`config.mk`:
```
export PLATFORM = sky130hd
export DESIGN_NAME = fifo_ptr_ctrl
export DESIGN_NICKNAME = d
export VERILOG_FILES = /design/src/rtl/fifo_ptr_ctrl.sv
export SDC_FILE = /design/constraint.sdc
export NUM_CORES = 1
export LEC_CHECK = 0
export BUFFER_PORTS_ARGS = -buffer_cell sky130_fd_sc_hd__buf_2
export CORE_MARGIN = 2
export CORE_UTILIZATION = 32
export DETAILED_ROUTE_END_ITERATION = 8
export GPL_TIMING_DRIVEN = 0
export PLACE_DENSITY = 0.66
export SLEW_MARGIN = 15
export SYNTH_ARGS = -nofsm -noshare
export SYNTH_HDL_FRONTEND = slang
export SYNTH_SLANG_ARGS = --single-unit
```
`constraint.sdc`:
```
create_clock -name wclk -period 3.4 [get_ports wclk]
set_clock_uncertainty 0.15 [all_clocks]
set_input_delay 0.68 -clock wclk [delete_from_list [all_inputs] [get_ports wclk]]
set_output_delay 0.68 -clock wclk [all_outputs]
set_load 0.03 [all_outputs]
```
`src/rtl/fifo_ptr_ctrl.sv`:
```
// rtl/fifo_ptr_ctrl.sv - pointer/occupancy/status controller for a 2**ADDR_W entry FIFO memory
// Build option FIFO_CTRL_STICKY_ERR_EN: overflow/underflow held until err_clr instead of pulsing.
module fifo_ptr_ctrl #(
  parameter int ADDR_W = 4,
  parameter int THRESH = 12
) (
  input  logic              wclk,
  input  logic              rst,
  input  logic              push,
  input  logic              pop,
  input  logic              err_clr,
  output logic              wen,
  output logic [ADDR_W-1:0] waddr,
  output logic [ADDR_W-1:0] raddr,
  output logic [ADDR_W:0]   count,
  output logic              full,
  output logic              empty,
  output logic              threshold,
  output logic              overflow,
  output logic              underflow
);

  localparam int              DEPTH    = 2 ** ADDR_W;
  localparam logic [ADDR_W:0] DEPTH_C  = (ADDR_W + 1)'(DEPTH);
  localparam logic [ADDR_W:0] THRESH_C = (ADDR_W + 1)'(THRESH);
  localparam logic [ADDR_W:0] CNT_ONE  = (ADDR_W + 1)'(1);
  localparam logic [ADDR_W-1:0] PTR_ONE = ADDR_W'(1);

  logic [ADDR_W-1:0] waddr_q, waddr_d;
  logic [ADDR_W-1:0] raddr_q, raddr_d;
  logic [ADDR_W:0]   count_q, count_d;
  logic              ovf_q, ovf_d;
  logic              unf_q, unf_d;
  logic              pop_acc, push_acc;
  logic              ovf_evt, unf_evt;

  assign full      = (count_q == DEPTH_C);
  assign empty     = (count_q == '0);
  assign threshold = (count_q >= THRESH_C);

  // A pop frees a slot in the same edge, so a full FIFO can still take a push.
  assign pop_acc  = pop & ~empty;
  assign push_acc = push & (~full | pop_acc);
  assign ovf_evt  = push & full & ~pop_acc;
  assign unf_evt  = pop & empty;

  always_comb begin
    waddr_d = push_acc ? waddr_q + PTR_ONE : waddr_q;
    raddr_d = pop_acc ? raddr_q + PTR_ONE : raddr_q;
    count_d = count_q;
    if (push_acc && !pop_acc) begin
      count_d = count_q + CNT_ONE;
    end else if (pop_acc && !push_acc) begin
      count_d = count_q - CNT_ONE;
    end
  end

`ifdef FIFO_CTRL_STICKY_ERR_EN
  // A fresh event outranks err_clr arriving on the same edge.
  always_comb begin
    ovf_d = ovf_evt | (ovf_q & ~err_clr);
    unf_d = unf_evt | (unf_q & ~err_clr);
  end
`else
  logic unused_err_clr;
  assign unused_err_clr = err_clr;

  always_comb begin
    ovf_d = ovf_evt;
    unf_d = unf_evt;
  end
`endif

  always_ff @(posedge wclk) begin
    if (rst) begin
      waddr_q <= '0;
      raddr_q <= '0;
      count_q <= '0;
      ovf_q   <= 1'b0;
      unf_q   <= 1'b0;
    end else begin
      waddr_q <= waddr_d;
      raddr_q <= raddr_d;
      count_q <= count_d;
      ovf_q   <= ovf_d;
      unf_q   <= unf_d;
    end
  end

  assign wen       = push_acc;
  assign waddr     = waddr_q;
  assign raddr     = raddr_q;
  assign count     = count_q;
  assign overflow  = ovf_q;
  assign underflow = unf_q;

endmodule

```
==> results of run 1 <==
[cell type report]
class | instances | area, µm²
repair buffers | 22 | 113
clock buffers | 4 | 26.3
multi-input cells | 64 | 462
flip-flops and latches | 15 | 300
fillers | 255 | 1460
well taps | 30 | 37.5
plain buffers | 4 | 18.8
inverters | 5 | 18.8
[per-stage QoR]
stage,cell area [µm²],setup WS (ps),std cells,hold slack (ps),util
after global routing,976,31.5,144,417,0.401
after CTS,968,83.0,143,352,0.398
final,976,203,144,348,0.401
after global placement,942,130,139,316,0.387
after detailed placement,942,125,139,339,0.387
after floorplan,800,31.1,88,460,-
[sequential cells by signal (all words and copies together), names as in the netlist]
signal and count:
overflow 1, count 5, underflow 1, waddr 4, raddr 4
[worst max-delay path, stage by stage, from the launching register on]
cell	delay [ps]
dfxtp_1	370
or4_1	520
buf_4	180
o31ai_4	240
inv_1	90
ha_1	250
fa_1	400
nand2b_1	160
a21oi_1	160
mux2i_1	230
mux2_2	350
[what timing repair did]
item | in CTS | in global routing
setup endpoints to repair | 0 | 1
setup buffers | 0 | 1
resized for setup | 0 | 0
[power groups by stage]
stage / Combinational (mW) / Clock [mW] / Sequential [mW]
floorplan: 0.277 / 0 / 0.331
global route: 0.501 / 0.111 / 0.267
CTS: 0.452 / 0.104 / 0.260
detailed placement: 0.448 / 0 / 0.263
finish: 0.446 / 0.0992 / 0.259
global placement: 0.439 / 0 / 0.263
[final timing paths]
| path | to | slack (ps) | from |
|---|---|---|---|
| setup / recovery | count[4] | 200 | count[0] |
| hold / removal | waddr[3] | 350 | waddr[3] |
| setup reg to reg | count[4] | 200 | count[0] |
| hold reg to reg | waddr[3] | 350 | waddr[3] |
[layer usage]
metal | up-vias | share of wire | global-route usage
met5 | - | 0 | 0
met4 | 0 | 0.028 | 0.0625
met3 | 4 | 0.045 | 0.0167
met2 | 18 | 0.45 | 0.189
met1 | 295 | 0.47 | 0.130
li1 | 351 | - | -
[cell usage in the layout, fill, tap and decap left out, types with 2 or more instances in the layout]
cell      synthesis  final
xor2_1            7      7
ha_1              6      6
a21oi_1           5      5
o211ai_1          2      2
mux2i_1           3      3
buf_2             0     21
dfxtp_1          15     15
nor2_1           21     21
inv_1             5      5
clkbuf_1          3      4
buf_4             1      2
nand2_1           3      3
clkbuf_4          0      3
or3_1             2      2
[kinds of logic after synthesis]
group	synth area share
adder cells (fa/ha/maj)	0.119
buffers and inverters	0.0470
AO/OA/AOI/OAI	0.124
AND/OR/NAND/NOR	0.207
flip-flops	0.376
XOR/XNOR	0.0767
multiplexers	0.0516
[synth_stat cells]
master / instances / area, µm²
a21o_1: 1 / 7.51
a21oi_1: 5 / 25.0
and3_1: 1 / 6.26
and4bb_2: 1 / 12.5
buf_4: 1 / 7.51
clkbuf_1: 3 / 11.3
dfxtp_1: 15 / 300
fa_1: 1 / 20.0
ha_1: 6 / 75.1
inv_1: 5 / 18.8
mux2_2: 1 / 11.3
mux2i_1: 3 / 30.0
nand2_1: 3 / 11.3
nand2b_1: 1 / 6.26
nand3_1: 1 / 5.00
nor2_1: 21 / 78.8
nor4_1: 1 / 6.26
nor4b_1: 1 / 8.76
nor4bb_1: 1 / 10.0
o211ai_1: 2 / 15.0
o21ai_0: 1 / 5.00
o21ai_2: 1 / 8.76
o311ai_2: 1 / 16.3
o31ai_4: 1 / 21.3
or3_1: 2 / 12.5
or4_1: 1 / 7.51
xor2_1: 7 / 61.3
==> impl_results.md, run 1 <==
* Post-Syn Area per Cell at between 9 and 10 µm²
* Power Dens Cells at a little over 800 nW/µm²
* Critical path peak fanout at 8
* Area Growth Syn to Fin at 22.1%
* Nets at between 100 and 150
* Final min period at around 3200 ps
* Row count at 18
* Depth of the worst hold-timing path at 2
* DIE HEIGHT at about 54 µm
* Synth Warn # at 0
* Worst Hold Class: register to register
* Total chip power at between 0.8 and 0.9 mW
* Chip width at approximately 54 µm
* Initial core utilization at 0.329
* Setup TNS at 0 ps
* Clock Power Share at 0.123
* WP data arrival at 3220 ps
* Hold Fails Final Rpt at 0
* Max-slew violations at 0
* DR WL/cell at about 11 µm
* Period utilization at 0.940
* Synthesized Nets at 100
* Post-DRT Antenna Nets at 0
* Combinational share of power at 0.555
* Initial DRC Count at 6
* Leakage at ~0.48 nW
* DP Wirelength at roughly 1200 µm
* CTS root buffer: clkbuf_4
* Peak Freq at approximately 310 MHz
* CTS sink cnt at 15
* Total I/O pin count at 24
* Critical Path RT at between 3000 and 4000 ps
* IO Port Bufs at 21
* Pint at ~0.42 mW
* Status: finished clean
* CTS H-tree lvls at 1
* Final setup fails at 0
* Worst-margin pin slew at about 430 ps
* Gr usage total at 0.110
* Total gr overflow at 0
* Number of synthesized register bits at 15
* Die area at between 2000 and 3000 µm²
* Sequential power share at 0.322
* Worst VDD drop at ~500 µV
* Switch share at 0.472
* Synth unique cells at 27
* Core Area at 2430 µm²
* Clock slew at reported path FFs at 90 ps
* Layout cells sized above 1 at 0.272
* Post-Syn Instances at 88
* Crit end category: register
* Vias in the first global route at around 550
* Max-slew headroom at 0.716
* Vias per cell at roughly 4.6
* Total CTS buffers at 3
* First-pass GRT wire length at 2300 µm
* Drt first pass iters at 3
* Routed WL at 1520 µm
* Clk_lat worst skew at around 280 ps
* R2R depth at 10
* Mapped cell area at 800 µm²
* RSZ-0062 raised after global routing: false
* CTS Hold Bufs at 0
* Switching Power at between 0.3 and 0.4 mW
* WS Path Type: register to register
* Largest net degree at the start of global routing at 11
* Max cap viols at 0
* Seq/Total Area, Yosys at 0.376
* Routed vias at 668
* RePlAce Congestion at 0.747
* DRC at 0
* Inserted Diodes at 0
* Initial antenna violation count at 0
* Clk buf depth at 2
* Setup crit start kind: register
* CTS tree: done
(Power assumes the default switching activity.)
==> run 2: changes to the inputs <==
- BUFFER_PORTS_ARGS: -buffer_cell sky130_fd_sc_hd__buf_2 -> -buffer_cell sky130_fd_sc_hd__buf_4
- SKIP_LAST_GASP: default -> 1
==> run 2 against run 1 <==
Net effect:
- global-route usage up 0.41 points
- die area unchanged
- via count up 2.4%
- combinational power up 9.0%
- worst setup slack worse by 31 ps
- cell count unchanged
- clock power up 4%
- first-iteration DRC count down 17%
- hold slack worse by 7.3 ps
- clock-buffer cell count unchanged
- core utilization up 2.2 points
- sequential share of layout area down 1.6 points
- largest cell class unchanged
- highest routed layer unchanged
==> impl_results.md, run 2 (synthesized netlist as in run 1, its figures left out) <==
* Status: finished clean
* Gr usage total at 0.114
* Power Dens Cells at 826 nW/µm²
* Chip width at about 54 µm
* Period utilization at 0.949
* Total gr overflow at 0
* Vias in the first global route at approximately 560
* DR WL/cell at around 11 µm
* CTS root buffer: clkbuf_4
* Clk_lat worst skew at ~280 ps
* Crit-path max cell delay at approximately 530 ps
* Design area at just over 1000 µm²
* FF/Latch Area at approximately 300 µm²
* Initial DRC Count at 5
* Final setup fails at 0
* Clk buf depth at 2
* Commonest non-fill, non-tap cell in the layout: buf_4
* Crit end category: register
* Final hold slack at about 340 ps
* Worst Hold Class: register to register
* Hold Fails Final Rpt at 0
* Place WS at a little over 100 ps
* Largest net degree at the start of global routing at 11
* Post-DRT Antenna Nets at 0
* DP Wirelength at ~1300 µm
* Drt first pass iters at 4
* Setup TNS at 0 ps
* Total chip power at 0.850 mW
* RSZ-0062 raised after global routing: false
* Final core area utilization at 0.423
* Routed WL at between 1500 and 2000 µm
* Total I/O pin count at 24
* Critical path peak fanout at 8
* Total CTS buffers at 3
* Worst VDD drop at between 300 and 400 µV
* Row count at 18
* Final min period at around 3200 ps
* Dpl cells at between 100 and 150
* Core Area at roughly 2400 µm²
* Final setup margin at about 170 ps
* Max cap viols at 0
* Initial antenna violation count at 0
* Die area at 2910 µm²
* Leakage at about 0.48 nW
* Clock slew at reported path FFs at roughly 90 ps
* Max reg flops at 5
* CP cell instances: or4_1 > buf_4 > o31ai_4 > inv_1 > ha_1 > fa_1 > nand2b_1 > a21oi_1 > mux2i_1 > mux2_2
* Area Growth Syn to Fin at 28.6%
* Setup crit start kind: register
* DRC at 0
* First-pass GRT wire length at approximately 2400 µm
* Final Non-Filler Cells at 144
* Gates resized, CTS repair at 0
* Max-slew headroom at 0.699
* Worst path slowest cell: or4_1
* DIE HEIGHT at approximately 54 µm
* # fillers at between 200 and 300
* Placed Area at approximately 990 µm²
* Initial core utilization at 0.329
* WP data arrival at about 3300 ps
* Routed vias at about 680
* CTS tree: done
* Peak Freq at about 310 MHz
* Vias per cell at roughly 4.8
* RePlAce Congestion at around 0.79
* WS Path Type: register to register
* Nets at between 100 and 150
* Area of the multi-input gates at 462 µm²
* CTS H-tree lvls at 1
* Max-slew violations at 0
* Worst-margin pin slew at between 400 and 500 ps
* Critical Path RT at around 3400 ps
* Inserted Diodes at 0
* CTS sink cnt at 15
* Layout cells sized above 1 at 0.272
* IO Port Bufs at 21
* Most frequent cells in the layout: buf_4 (23), nor2_1 (21), dfxtp_1 (15), xor2_1 (7), ha_1 (6)
-- run 2: cell count changes in the layout (fill, tap and decap cells not counted) --
cell   previous run  this run
buf_4             2        23
buf_2            21         0
-- run 2: repair_timing --
action,in CTS,in global routing
hold buffers,0,0
setup endpoints to repair,0,1
buffers inserted,0,1
-- run 2: final timing paths --
check | depth (start not counted) | from | end | slack, ps
max | 10 | count[0] | count[4] | 170
min | 2 | waddr[3] | waddr[3] | 340
max reg2reg | 10 | count[0] | count[4] | 170
min reg2reg | 2 | waddr[3] | waddr[3] | 340
-- run 2: cell type report --
type                    instances  area share
well taps                      30      0.0365
clock buffers                   4      0.0255
flip-flops and latches         15       0.292
plain buffers                   4      0.0182
multi-input cells              64       0.449
repair buffers                 22       0.161
inverters                       5      0.0182
-- run 2: report_power, final --
group / switching (mW) / internal (mW) / total, mW / leakage [nW]
Combinational: 0.289 / 0.197 / 0.486 / 0.345
Sequential: 0.0458 / 0.215 / 0.261 / 0.123
Clock: 0.0577 / 0.0456 / 0.103 / 0.0150
Total: 0.392 / 0.457 / 0.850 / 0.483
-- run 2: critical path: cells and delay by family, from the launching register on --
kind            cells  cell delay, ps
compound gates      2             390
fa+ha+maj           2             660
buf+inv             2             290
flops               1             370
mux                 2             570
simple gates        2             690
-- run 2: per-layer routing --
| layer | global-route usage | share of wire | vias to the layer above |
|---|---|---|---|
| met5 | 0 | 0 | - |
| met4 | 0.0750 | 0.031 | 0 |
| met3 | 0.0167 | 0.052 | 4 |
| met2 | 0.187 | 0.45 | 18 |
| met1 | 0.138 | 0.47 | 312 |
| li1 | - | - | 350 |
